[src/rtl/axis_pkg.sv]
// Shared types and pointer helpers for the AXI-Stream packet FIFO.
// Pointers carry one extra wrap bit above the address bits.
package axis_pkg;

    typedef enum logic [1:0] {
        IDLE  = 2'd0,
        WRITE = 2'd1,
        DROP  = 2'd2
    } fifo_wr_state_e;

    localparam int PTR_MAX_W = 32;

    // Callers truncate the result to their pointer width, so wrap is handled.
    function automatic logic [PTR_MAX_W-1:0] ptr_diff(
        input logic [PTR_MAX_W-1:0] a,
        input logic [PTR_MAX_W-1:0] b
    );
        return a - b;
    endfunction

endpackage

[src/rtl/axis_fifo_ram.sv]
// Simple dual-port word store: synchronous write, asynchronous read.
// Read data follows the read address combinationally (FWFT).
module axis_fifo_ram #(
    parameter int WIDTH = 201,
    parameter int DEPTH = 16,
    localparam int AW   = $clog2(DEPTH)
) (
    input  logic             i_clk,
    input  logic             i_we,
    input  logic [AW-1:0]    i_waddr,
    input  logic [WIDTH-1:0] i_wdata,
    input  logic [AW-1:0]    i_raddr,
    output logic [WIDTH-1:0] o_rdata
);

    logic [WIDTH-1:0] r_mem [DEPTH];

    always_ff @(posedge i_clk) begin
        if (i_we) begin
            r_mem[i_waddr] <= i_wdata;
        end
    end

    assign o_rdata = r_mem[i_raddr];

endmodule

[src/rtl/axis_pkt_fifo.sv]
// AXI-Stream FIFO with cut-through or store-and-forward operation,
// oversize-packet drop and occupancy / packet-count status.
module axis_pkt_fifo
    import axis_pkg::*;
#(
    parameter int DATA_WIDTH  = 64,
    parameter int USER_WIDTH  = 128,
    parameter int DEPTH       = 16,
    parameter int PACKET_MODE = 1,
    parameter int AF_THRESH   = 12
) (
    input  logic                    aclk,
    input  logic                    areset,
    input  logic [DATA_WIDTH-1:0]   s_axis_tdata,
    input  logic [DATA_WIDTH/8-1:0] s_axis_tkeep,
    input  logic                    s_axis_tlast,
    input  logic [USER_WIDTH-1:0]   s_axis_tuser,
    input  logic                    s_axis_tvalid,
    output logic                    s_axis_tready,
    output logic [DATA_WIDTH-1:0]   m_axis_tdata,
    output logic [DATA_WIDTH/8-1:0] m_axis_tkeep,
    output logic                    m_axis_tlast,
    output logic [USER_WIDTH-1:0]   m_axis_tuser,
    output logic                    m_axis_tvalid,
    input  logic                    m_axis_tready,
    output logic [$clog2(DEPTH):0]  occupancy,
    output logic                    almost_full,
    output logic [$clog2(DEPTH):0]  pkt_count,
    output logic                    drop_pulse
);

    localparam int KW = DATA_WIDTH / 8;
    localparam int AW = $clog2(DEPTH);
    localparam int PW = AW + 1;
    localparam int WW = 1 + KW + DATA_WIDTH + USER_WIDTH;
    localparam logic [PW-1:0] DEPTH_P = PW'(DEPTH);
    localparam logic [PW-1:0] LAST_FIT = PW'(DEPTH - 1);
    localparam logic [PW-1:0] AF_P = PW'(AF_THRESH);

    fifo_wr_state_e r_state;
    logic [PW-1:0]  r_wr_ptr;
    logic [PW-1:0]  r_commit_ptr;
    logic [PW-1:0]  r_rd_ptr;
    logic [PW-1:0]  r_pkt_count;
    logic           r_drop;

    logic [PW-1:0]  w_occ;
    logic [PW-1:0]  w_uncommitted;
    logic [PW-1:0]  w_wr_nxt;
    logic           w_full;
    logic           w_wr;
    logic           w_rd;
    logic           w_store;
    logic           w_oversize;
    logic           w_commit_last;
    logic [WW-1:0]  w_wdata;
    logic [WW-1:0]  w_rdata;

    assign w_occ = PW'(ptr_diff(PTR_MAX_W'(r_wr_ptr), PTR_MAX_W'(r_rd_ptr)));
    assign w_uncommitted =
        PW'(ptr_diff(PTR_MAX_W'(r_wr_ptr), PTR_MAX_W'(r_commit_ptr)));
    assign w_full = (w_occ == DEPTH_P);

    assign s_axis_tready = !areset && ((r_state == DROP) || !w_full);
    assign m_axis_tvalid = (PACKET_MODE != 0) ? (r_commit_ptr != r_rd_ptr)
                                              : (r_wr_ptr != r_rd_ptr);

    assign w_wr  = s_axis_tvalid && s_axis_tready;
    assign w_rd  = m_axis_tvalid && m_axis_tready;
    assign w_store = w_wr && (r_state != DROP);
    assign w_commit_last = w_store && s_axis_tlast;
    // A non-last word filling every slot means this packet can never fit.
    assign w_oversize = (PACKET_MODE != 0) && w_store && !s_axis_tlast
                        && (w_uncommitted == LAST_FIT);

    always_comb begin
        w_wr_nxt = r_wr_ptr;
        if (w_oversize) begin
            w_wr_nxt = r_commit_ptr;
        end else if (w_store) begin
            w_wr_nxt = r_wr_ptr + 1'b1;
        end
    end

    assign w_wdata = {s_axis_tlast, s_axis_tkeep, s_axis_tdata, s_axis_tuser};
    assign {m_axis_tlast, m_axis_tkeep, m_axis_tdata, m_axis_tuser} = w_rdata;

    axis_fifo_ram #(
        .WIDTH (WW),
        .DEPTH (DEPTH)
    ) u_ram (
        .i_clk   (aclk),
        .i_we    (w_store),
        .i_waddr (r_wr_ptr[AW-1:0]),
        .i_wdata (w_wdata),
        .i_raddr (r_rd_ptr[AW-1:0]),
        .o_rdata (w_rdata)
    );

    always_ff @(posedge aclk or posedge areset) begin
        if (areset) begin
            r_state      <= IDLE;
            r_wr_ptr     <= '0;
            r_commit_ptr <= '0;
            r_rd_ptr     <= '0;
            r_pkt_count  <= '0;
            r_drop       <= 1'b0;
        end else begin
            r_drop   <= w_oversize;
            r_wr_ptr <= w_wr_nxt;
            if (w_rd) begin
                r_rd_ptr <= r_rd_ptr + 1'b1;
            end
            if (PACKET_MODE == 0) begin
                r_commit_ptr <= w_wr_nxt;
            end else if (w_commit_last) begin
                r_commit_ptr <= r_wr_ptr + 1'b1;
            end
            if (w_commit_last && !(w_rd && m_axis_tlast)) begin
                r_pkt_count <= r_pkt_count + 1'b1;
            end else if (!w_commit_last && w_rd && m_axis_tlast) begin
                r_pkt_count <= r_pkt_count - 1'b1;
            end
            unique case (r_state)
                IDLE, WRITE: begin
                    if (w_oversize) begin
                        r_state <= DROP;
                    end else if (w_store) begin
                        r_state <= s_axis_tlast ? IDLE : WRITE;
                    end
                end
                DROP: begin
                    if (w_wr && s_axis_tlast) begin
                        r_state <= IDLE;
                    end
                end
                default: r_state <= IDLE;
            endcase
        end
    end

    assign occupancy   = w_occ;
    assign almost_full = (w_occ >= AF_P);
    assign pkt_count   = r_pkt_count;
    assign drop_pulse  = r_drop;

endmodule
[config.mk]
export PLATFORM = sky130hd
export DESIGN_NAME = axis_pkt_fifo
export DESIGN_NICKNAME = d
export VERILOG_FILES = /design/src/rtl/axis_pkg.sv /design/src/rtl/axis_fifo_ram.sv /design/src/rtl/axis_pkt_fifo.sv
export SDC_FILE = /design/constraint.sdc
export NUM_CORES = 2
export LEC_CHECK = 0
export CAP_MARGIN = 10
export CORE_MARGIN = 2
export CORE_UTILIZATION = 60
export DETAILED_ROUTE_END_ITERATION = 16
export PLACE_DENSITY = 0.86
export SYNTH_ARGS = -nofsm -noshare
export SYNTH_HDL_FRONTEND = slang
export SYNTH_SLANG_ARGS = --single-unit
[constraint.sdc]
create_clock -name aclk -period 52.5 [get_ports aclk]
set_clock_uncertainty 0.05 [all_clocks]
set_input_delay 15.75 -clock aclk [delete_from_list [all_inputs] [get_ports aclk]]
set_output_delay 15.75 -clock aclk [all_outputs]
set_load 0.02 [all_outputs]
==> metrics <==
biggest fanout along the worst timing path=4; beginning of the critical path=areset; max frequency=0.0305 GHz; Worst EP arrival=roughly 17 ns; wirelength, routed=314000 um; count of endpoints failing hold in the final timing report=0; wire length of the first global-routing pass=about 440000 um; layout overhead on the synthesized area=14.5%; fraction of post-synthesis cell area in the top cell type by area=slightly below 80%; fraction of synthesis flops using an asynchronous set or reset pin=less than 1%; startpoint of the worst register-to-register path=r_rd_ptr[1]; Synth Cell Area=between 100000 and 150000 um2; number of violations of the max-capacitance limit=0; Critical Path End Type=output pin; required time at the worst-slack endpoint=36.70 ns; Slew @ Worst Pin=roughly 1.3 ns; overflow left after global routing=0; Power Density=55.3 nW/um2; number of global-route vias before repair=~60000; number of DRC violations after detailed-routing iteration 0=7859; postcts setup bufs=0; count of cell types in the netlist=45; worst setup path class=primary input to output pin; I/O Buffers=around 420; Syn Inst Count=4649; Synth Area in Simple Gates=less than 1%; Die ar.=about 210000 um2; half-perimeter wire length after detailed placement=~150000 um; number of buffers inserted for hold repair after clock tree synthesis=0; critical path startpoint category=primary input; Hold WC Path Type=flop to flop; Die X=455 um; commonest register cell after synthesis=edfxtp_1; Slew Limit Fails=0; routed via count divided by cell count=7.05; Max VDD drop=0.0524 mV; r2r setup slk=45.20 ns; Final TNS setup=0 ns; pin count of the biggest net entering global routing=150; number of antenna violations at the first check in global routing=between 50 and 60; dominant combinational cell family by area after synthesis=multiplexers; library cell with the highest instance count after synthesis=edfxtp_1; net count reported at finish=approximately 5500; count of state elements after synthesis=3239; multiplexer fraction of the synthesized cell area=18.6%; headroom to the max-slew limit=between 10 and 15%; setup repair after global routing missed its margin=false; number of rows created at floorplan=~170; Antenna Nets Post-Route=0; worst setup slack after placement=between 15 and 20 ns; initial core utilization=between 60% and 70%; Setup WS post-layout=between 15 and 20 ns; worst slack on hold paths=about 0.43 ns; total vias in the final route=a little under 60000; adder-cell area share of the yosys netlist=less than 1%; area fraction in compound gates after synthesis=less than 1%; 1st-pass router iterations=7; Clock Pin Slew Worst Setup and Hold Paths=around 0.06 ns; CTS tree=built; area share of xor/xnor cells in the synthesized design=0.171%; Setup violations, final=0; post-route total power=around 7.7 mW; library cell occupying the most area in the post-synthesis netlist=edfxtp_1; Yosys warning count=0; origin of the worst min-delay path=r_state[1]; number of clock sinks=around 3200; I/O pins=420; leakage power total=between 40 and 50 nW; ranking of synthesized cells by instance count=3216 x edfxtp_1, 1005 x mux4_2, 127 x clkbuf_1, 54 x buf_1, 54 x buf_2; layout cells sized above 1=between 20 and 30%; fin crit share=between 60% and 70%; Seq/Total Area, Yosys=approximately 80%; placer's final routability congestion estimate=0.821; EDFF count, synth=3216; cts repair resizes=0; Synth area leaders=edfxtp_1 79%, mux4_2 19%, dfrtp_1 0.47%; residual DRC count=0; root buffer cell=clkbuf_16; number of buffers between clock root and the deepest sink=4; clock buffer count from CTS=~330; Clock H-tree levels=5; wire per inst=roughly 38 um; Avg Synthesized Cell Area=about 26 um2; result of the run=completed; die height=roughly 450 um; Synth Net Count=between 4000 and 5000; Overall Global Routing Usage=a little under a third; minimum clock period=about 33 ns; clock insertion delay at the later pin of the skew report=0.94 ns; Placeable Area=around 200000 um2
## routing by layer
metal | GRT usage (%) | routed length [um] | up-vias
li1 | - | - | 21700
met1 | 39.0 | 106000 | 31000
met2 | 51.7 | 164000 | 4324
met3 | 5.79 | 28900 | 768
met4 | 14.4 | 14800 | 32
met5 | 0 | 227 | -
## kinds of logic (layout without fill, tap and decap cells)
family          Yosys count  in the layout
flops                  3239           3239
simple gates             60             60
fa+ha+maj                19             19
mux                    1015           1015
compound gates           36             36
xor+xnor                 23             23
buf+inv                 257           1095
other cells               0             42
## area by class of cell
cell class	count	area [um2]
well taps	2672	3340
flip-flops and latches	3239	97200
fillers	11000	62400
clock buffers	394	8560
inverters	22	90.1
diodes	42	105
repair buffers	517	5100
multi-input cells	1153	23900
clock inverters	162	1450
## layout by cell type (no fill, tap or decap), types with 4 or more instances in the layout
cell type and count:
clkinv_2 50, nor4b_2 7, ha_1 16, bufinv_16 26, clkinvlp_4 11, mux2i_1 6
mux4_2 1005, nand3_1 5, nand2b_1 4, clkdlybuf4s50_1 419, buf_4 84, diode_2 42
inv_1 20, a21o_1 5, clkbuf_16 333, xnor2_1 17, nor2_1 12, edfxtp_1 3216
clkbuf_1 61, clkinv_1 68, dfrtp_1 20, o21ai_0 5, buf_12 14, xor2_1 5
inv_6 4, and4_4 7, a21oi_1 13, nand2_1 8
## registers in the layout (all words and copies together) (netlist names)
name / cells
u_ram.r_mem: 3216
pkt_count: 5
r_commit_ptr: 5
r_rd_ptr: 5
r_wr_ptr: 5
r_state: 2
drop_pulse: 1
## worst paths after layout
| path | end | cells past startpoint |
|---|---|---|
| worst min register to register | r_state[0] | 1 |
| worst min-delay path | r_state[0] | 1 |
| worst max register to register | u_ram.r_mem[6][57] | 11 |
| worst max-delay path | s_axis_tready | 3 |
| min in group asynchronous | r_wr_ptr[4] | 2 |
| max in group asynchronous | r_rd_ptr[1] | 2 |
## worst max-delay path, cell delays in order
cell	delay (ns)
clkdlybuf4s50_1	0.48
a31oi_1	0.18
clkdlybuf4s50_1	0.63
## report_power, final
part | switching, mW | internal (mW) | total (mW)
Combinational | 1.27 | 1.15 | 2.42
Clock | 0.958 | 1.28 | 2.24
Sequential | 0.0772 | 3.00 | 3.07
## metrics by stage
stage	instance area (um2)	instances	utilization [%]
4_1_cts	140000	8159	69.1
3_5_place_dp	130000	7603	64.1
5_1_grt	140000	8193	69.1
2_1_floorplan	122000	4649	-
3_3_place_gp	130000	7603	64.1
6_report	140000	8201	69.1
Power figures use the tool's default switching activity.
